## config.mk

```make
export PLATFORM = sky130hd
export DESIGN_NAME = sync_pol_norm
export DESIGN_NICKNAME = d
export VERILOG_FILES = /design/src/rtl/sync_pol_norm.sv
export SDC_FILE = /design/constraint.sdc
export NUM_CORES = 1
export LEC_CHECK = 0
export CAP_MARGIN = 40
export CORE_UTILIZATION = 55
export CTS_CLUSTER_SIZE = 40
export DETAILED_ROUTE_END_ITERATION = 7
export PLACE_DENSITY = 0.82
export REMOVE_ABC_BUFFERS = 1
export SYNTH_ARGS = -nofsm -noshare
export SYNTH_HDL_FRONTEND = slang
export SYNTH_SLANG_ARGS = --single-unit
export TNS_END_PERCENT = 100
```

## constraint.sdc

```tcl
create_clock -name clk -period 2.5 [get_ports clk]
set_input_delay 0.5 -clock clk [delete_from_list [all_inputs] [get_ports clk]]
set_output_delay 0.5 -clock clk [all_outputs]
set_load 0.02 [all_outputs]
```

## src/rtl/sync_pol_norm.sv

```systemverilog
// rtl/sync_pol_norm.sv - per-channel sync polarity detector and normaliser
// Polarity is chosen so the shorter phase of each sync ends up active-high.
module sync_pol_norm #(
  parameter int CHANNELS = 2,
  parameter int CW       = 16,
  parameter int HYST     = 2
) (
  input  logic                clk,
  input  logic                reset,
  input  logic [CHANNELS-1:0] sync_in,
  output logic [CHANNELS-1:0] sync_out,
  output logic [CHANNELS-1:0] pol,
  output logic [CHANNELS-1:0] locked
);

  localparam logic [CW-1:0] CMAX  = '1;
  localparam logic [3:0]    HYST4 = 4'(HYST);

  logic [CHANNELS-1:0] s1_q, s2_q;
  logic [CHANNELS-1:0] low_vld_q, low_vld_d, high_vld_q, high_vld_d;
  logic [CHANNELS-1:0] pol_q, pol_d, locked_q, locked_d;
  logic [CW-1:0]       cnt_q      [CHANNELS];
  logic [CW-1:0]       cnt_d      [CHANNELS];
  logic [CW-1:0]       low_len_q  [CHANNELS];
  logic [CW-1:0]       low_len_d  [CHANNELS];
  logic [CW-1:0]       high_len_q [CHANNELS];
  logic [CW-1:0]       high_len_d [CHANNELS];
  logic [3:0]          agree_q    [CHANNELS];
  logic [3:0]          agree_d    [CHANNELS];

  logic [CHANNELS-1:0] rise, fall, cand, tmo;
  logic [3:0]          agree_inc  [CHANNELS];

  always_comb begin
    for (int i = 0; i < CHANNELS; i++) begin
      rise[i]      = s1_q[i] & ~s2_q[i];
      fall[i]      = ~s1_q[i] & s2_q[i];
      cand[i]      = cnt_q[i] > low_len_q[i];
      // An edge on the saturating cycle wins: the counter restarts instead.
      tmo[i]       = (cnt_q[i] == CMAX) & ~rise[i] & ~fall[i];
      agree_inc[i] = agree_q[i] + 4'd1;
    end
  end

  always_comb begin
    low_vld_d  = low_vld_q;
    high_vld_d = high_vld_q;
    pol_d      = pol_q;
    locked_d   = locked_q;
    cnt_d      = cnt_q;
    low_len_d  = low_len_q;
    high_len_d = high_len_q;
    agree_d    = agree_q;
    for (int i = 0; i < CHANNELS; i++) begin
      if (rise[i] | fall[i]) begin
        cnt_d[i] = '0;
      end else if (cnt_q[i] != CMAX) begin
        cnt_d[i] = cnt_q[i] + 1'b1;
      end
      if (rise[i]) begin
        low_len_d[i] = cnt_q[i];
        low_vld_d[i] = 1'b1;
      end
      if (fall[i]) begin
        high_len_d[i] = cnt_q[i];
        high_vld_d[i] = 1'b1;
        if (low_vld_q[i]) begin
          if (cand[i] == pol_q[i]) begin
            agree_d[i]  = 4'd0;
            locked_d[i] = 1'b1;
          end else if (agree_inc[i] == HYST4) begin
            pol_d[i]    = cand[i];
            agree_d[i]  = 4'd0;
            locked_d[i] = 1'b1;
          end else begin
            agree_d[i]  = agree_inc[i];
          end
        end
      end
      if (tmo[i]) begin
        locked_d[i]   = 1'b0;
        low_vld_d[i]  = 1'b0;
        high_vld_d[i] = 1'b0;
        agree_d[i]    = 4'd0;
      end
    end
  end

  always_ff @(posedge clk) begin
    if (reset) begin
      s1_q       <= '0;
      s2_q       <= '0;
      low_vld_q  <= '0;
      high_vld_q <= '0;
      pol_q      <= '0;
      locked_q   <= '0;
      for (int i = 0; i < CHANNELS; i++) begin
        cnt_q[i]      <= '0;
        low_len_q[i]  <= '0;
        high_len_q[i] <= '0;
        agree_q[i]    <= '0;
      end
    end else begin
      s1_q       <= sync_in;
      s2_q       <= s1_q;
      low_vld_q  <= low_vld_d;
      high_vld_q <= high_vld_d;
      pol_q      <= pol_d;
      locked_q   <= locked_d;
      cnt_q      <= cnt_d;
      low_len_q  <= low_len_d;
      high_len_q <= high_len_d;
      agree_q    <= agree_d;
    end
  end

  assign sync_out = sync_in ^ pol_q;
  assign pol      = pol_q;
  assign locked   = locked_q;

endmodule
```

==> results.yml, run 1 <==
place:
  place.gp.congestion: 0.919
  portBuffers: 9
  dpl.cell_count: 609
  post-dp-hpwl_um: 6390
  dpl_cell_area_um2: 4650
  pre_cts_slack_ps: 125
layout:
  utilization_pct: 63.3
  fillers: 644
  fin_area_um2: 4890
  synthToLayoutAreaGrowth_pct: 10.8
  instances_no_fill: 625
  drive_gt1_share_pct: 6.31
  fin_nets: 565
  diodes: 0
synthesis:
  synth_warnings: 0
  async_flop_share_pct: 0
  postSynthCellCount: 503
  post-synth-top-count-cell: "dfxtp_1"
  synth_edf_count: 0
  ys_top_cells_by_count: "dfxtp_1 (82), nor2_1 (79), mux2i_1 (43)"
  synthDistinctLibCells: 40
  ys_ff_latch: 82
  syn-cell-area_um2: 4420
  synth_area_per_cell_um2: 8.78
  synth_area_leaders: "dfxtp_1 (37%), ha_1 (12%), mux2i_1 (9.7%), nor2_1 (6.7%), inv_1 (3.5%)"
  synth_top_area_share_pct: 37.2
  yosys.area.top_type: "dfxtp_1"
  ys.flop_type: "dfxtp_1"
  ys_seq_area_share_pct: 37.2
cts:
  clkTransAtPathRegs_ps: 80
  cts_hold_buf: 0
  cts-buffers-inserted: 9
  clock_latency_ps: 340
  root_buffer: "clkbuf_8"
  htreeDepth: 3
  numClockSinks: 82
  clock_path_buffers: 2
  cts_tree: "built"
global_route:
  grt_remaining_overflow: 0
  grt_first_pass_wirelength_um: 15300
  grt_pass1_vias: 3463
  grt_antenna_before_repair: 0
  grt_max_degree: 18
  track_usage_pct: 22.7
detailed_routing:
  dr_total_vias: 3501
  drt_iter0_markers: 72
  firstDrtPassIters: 5
  drc: 0
  ant_nets: 0
  routedWlPerCell_um: 14.1
  via_per_inst: 5.60
  drt-total-wl_um: 8820
sta:
  hold_ws_ps: 468
  fin_setup_tns_ps: 0
  rsz0062_at_grt: "false"
  tightest_slew_ps: 597
  fin_skew_ps: 5.38
  setup_violations: 0
  final-hold-violation-count: 0
  period_share_pct: 92.2
  maxSlewHeadroom_pct: 60.1
  setup_ws_ps: 194
  max_freq_mhz: 434
  min_period_ps: 2310
  drv_slew: 0
pwr:
  total_power_mw: 2.57
  leakagePower_nw: 1.98
  power.density_nw_per_um2: 525
  irDropWorstVdd_mv: 0.395
hold_path:
  min-delay-start: "locked[0]"
  hp-class: "flop to flop"
setup_path:
  start_kind: "flop"
  critPathKind: "flop to flop"
  cp-end-kind: "flop"
  crit_required_ps: 2790
  worst-path-max-fanout: 7
  r2r-start: "cnt_q[13]"
  cp.arrival_ps: 2600
  crit_start: "cnt_q[13]"
die:
  die_area_um2: 8390
  start_util_pct: 57.1
  die_w_um: 91.6
  die_h_um: 91.6
  ios: 10
  core_um2: 7730
  num_rows: 32
run:
  drv_cap: 0
status:
  status: "finished, final reports clean"
report_power, final:
part / leakage (nW) / internal, mW / switching [mW]
Clock: 0.110 / 0.613 / 0.440
Combinational: 1.20 / 0.0756 / 0.102
Sequential: 0.663 / 1.32 / 0.0163
Total: 1.98 / 2.01 / 0.558
kinds of logic (layout without fill, tap and decap cells):
logic type	count (synthesis)	count (layout)	synth area share, %
xor+xnor	28	28	5.55
mux	43	43	9.75
simple gates	198	198	23.1
compound gates	53	53	7.65
flops	82	82	37.2
fa+ha+maj	42	42	11.9
buf+inv	57	77	4.90
worst paths after layout:
kind	end	slack, ps	depth (start not counted)
setup / recovery	agree_q[2]	190	7
hold / removal	locked[0]	470	2
setup reg to reg	agree_q[2]	190	7
hold reg to reg	locked[0]	470	2
metal layers:
metal	track usage (%)	share of wire [%]	up-vias
met5	0	0	-
li1	-	-	1770
met1	26.4	45	1666
met3	5.11	3.2	16
met2	41.2	50	49
met4	6.61	1.6	0
critical path: stages, from the launching register on:
cell and delay [ps]:
dfxtp_1 380, ha_1 320, nand4_1 200, nor4_2 380, a21boi_0 230, o31a_1 280, mux2i_1 250, and4bb_1 210
cell type report:
class / instances / area, µm² / area share, %
multi-input combinational: 364 / 2570 / 52.5
sequential: 82 / 1640 / 33.6
timing repair buffer: 21 / 180 / 3.68
clock buffer: 13 / 159 / 3.25
inverter: 41 / 154 / 3.15
tap: 102 / 128 / 2.61
clock inverter: 2 / 60.1 / 1.23
cells in the final DEF (no fill, tap or decap), types with 6 or more instances in the layout:
master / synthesis / final
xnor2_1: 12 / 12
clkdlybuf4s50_1: 0 / 9
a21o_1: 6 / 6
a31oi_1: 7 / 7
dfxtp_1: 82 / 82
xor2_1: 16 / 16
buf_4: 0 / 12
ha_1: 42 / 42
nor3_1: 6 / 6
o21ai_0: 10 / 10
a21oi_1: 18 / 18
nand4_1: 13 / 13
nor2_1: 79 / 79
mux2i_1: 43 / 43
and4_1: 6 / 6
inv_1: 41 / 41
nand2_1: 24 / 24
and3_1: 11 / 11
and2_1: 7 / 7
clkbuf_8: 0 / 11
nand3_1: 25 / 25
flip-flops by register name (all words and copies together) (netlist names):
register,flops
cnt_q,32
pol,2
low_vld_q,2
s1_q,2
agree_q,8
low_len_q,32
s2_q,2
locked,2
repair_timing:
action | in CTS | in global routing
setup buffers | 0 | 1
resized for setup | 0 | 2
setup endpoints to repair | 0 | 5
Power figures use the tool's default switching activity.
==> run 2: changes to the inputs <==
Settings changed: SLEW_MARGIN set to 10.
==> results of run 2 <==
Same layout as run 1: the final DEF is identical, and so are final timing and power.
==> run 3: changes to the inputs <==
Clock period 2.5 ns to 2.57 ns, I/O delays scaled along.
==> run 3 against run 2 <==
Cell count grew 0.32%. Via count shrank 0.60%. First-iteration DRC count grew 83%. Worst hold slack better by 2.9 ps. Core utilization up 0.44 points. Critical path depth rose by 2. Sequential power is 3% lower. Combinational power grew 3%. Total power rose by 2.2%. Sequential share of layout area fell by 0.23 points. Non-clock buffer count is 1 higher. Largest cell class unchanged. Register-to-register slack improved by 40 ps.
==> results.yml, run 3 (synthesis gave the netlist of run 1 again) <==
detailed_routing:
  drt-total-wl_um: 8700
  ant_nets: 0
  via_per_inst: 5.55
  dr_total_vias: 3480
  drc: 0
  firstDrtPassIters: 4
  drt_iter0_markers: 132
  routedWlPerCell_um: 13.9
status:
  status: "finished, final reports clean"
sta:
  fin_setup_tns_ps: 0
  setup_violations: 0
  period_share_pct: 90.8
  min_period_ps: 2330
  tightest_slew_ps: 590
  fin_skew_ps: 3.97
  maxSlewHeadroom_pct: 60.5
  final-hold-violation-count: 0
  max_freq_mhz: 429
  drv_slew: 0
  rsz0062_at_grt: "false"
  hold_ws_ps: 470
layout:
  layout_commonest_cell: "dfxtp_1"
  drive_gt1_share_pct: 6.86
  utilization_pct: 63.7
  fin_nets: 566
  fin_area_um2: 4930
  synthToLayoutAreaGrowth_pct: 11.6
  largestRegisters: "cnt_q (32), low_len_q (32), agree_q (8)"
  fillers: 617
  most-common-layout-cells: "dfxtp_1 (82), nor2_1 (79), mux2i_1 (43)"
  diodes: 0
global_route:
  grt_max_degree: 23
  track_usage_pct: 22.3
  grt_remaining_overflow: 0
  grt_antenna_before_repair: 0
  grt_first_pass_wirelength_um: 15000
  grt_pass1_vias: 3349
pwr:
  irDropWorstVdd_mv: 0.463
  total_power_mw: 2.62
  power.density_nw_per_um2: 532
  leakagePower_nw: 2.00
setup_path:
  critPathKind: "flop to flop"
  worst-path-max-fanout: 4
  r2r-start: "low_len_q[27]"
  crit_required_ps: 2790
  start_kind: "flop"
  cp.arrival_ps: 2550
  rrSetupSlack_ps: 240
  crit-reg2reg-capture: "agree_q[5]"
  r2r_cells: 9
  cp-end-kind: "flop"
place:
  portBuffers: 9
  dpl_cell_area_um2: 4650
  post-dp-hpwl_um: 6260
  place.gp.congestion: 0.921
hold_path:
  hold_path_end: "agree_q[7]"
  holdPathStages: 2
  hp-class: "flop to flop"
  min-delay-start: "agree_q[7]"
cts:
  clkTransAtPathRegs_ps: 80
  htreeDepth: 3
  cts_tree: "built"
  clock_latency_ps: 350
  cts-buffers-inserted: 9
  numClockSinks: 82
  clock_path_buffers: 2
  root_buffer: "clkbuf_8"
die:
  die_area_um2: 8390
  core_um2: 7730
  start_util_pct: 57.1
  die_w_um: 91.6
  num_rows: 32
  die_h_um: 91.6
  ios: 10
run:
  drv_cap: 0
run 3: cell types whose count changed in the layout (fill, tap and decap cells not counted):
cell       change
buf_4          +1
nor4_2         -1
nor4_1         +1
bufinv_16      +1
clkinv_2       +2
clkbuf_1       -2
run 3: worst max-delay path: stages, from the launching register on:
cell	delay, ps
dfxtp_1	350
inv_1	50
ha_1	310
nand4_1	160
nor4_1	360
a21boi_0	250
o31a_1	270
buf_4	170
mux2i_1	180
o31ai_1	100
run 3: cell type report:
class                   count  area, µm²  share of cell area (%)
well taps                 102        128                    2.59
clock buffers              11        151                    3.07
inverters                  41        154                    3.12
flip-flops and latches     82       1640                    33.3
clock inverters             5        100                    2.03
repair buffers             22        188                    3.81
multi-input cells         364       2560                    52.0
run 3: per-stage QoR:
step	cells	setup slack, ps
after floorplan	487	446
after global placement	608	213
after detailed placement	608	206
after CTS	624	145
after global routing	627	36.6
final	627	237
run 3: report_power, final:
| part | total, mW | internal (mW) | switching (mW) |
|---|---|---|---|
| Combinational | 0.183 | 0.0808 | 0.102 |
| Clock | 1.14 | 0.695 | 0.444 |
| Sequential | 1.30 | 1.28 | 0.0154 |
run 3: how the worst max path moves through the flow:
stage               slack [ps]           from    endpoint
global placement           210      cnt_q[13]  agree_q[2]
finish                     240  low_len_q[27]  agree_q[5]
global route                40  low_len_q[27]   locked[0]
floorplan                  450      cnt_q[13]  agree_q[2]
detailed placement         210      cnt_q[13]  agree_q[2]
CTS                        140  low_len_q[27]   locked[0]
run 3: what timing repair did:
action | 4_1_cts | 5_1_grt
setup endpoints to repair | 0 | 2
hold buffers | 0 | 0
gates resized for setup | 0 | 1
buffers inserted | 0 | 3
run 3: layer usage:
metal,share of wire [%],vias up,track usage (%)
li1,-,1788,-
met1,45,1622,25.6
met2,50,57,39.8
met3,3.7,13,5.86
met4,1.5,0,7.54
met5,0,-,0
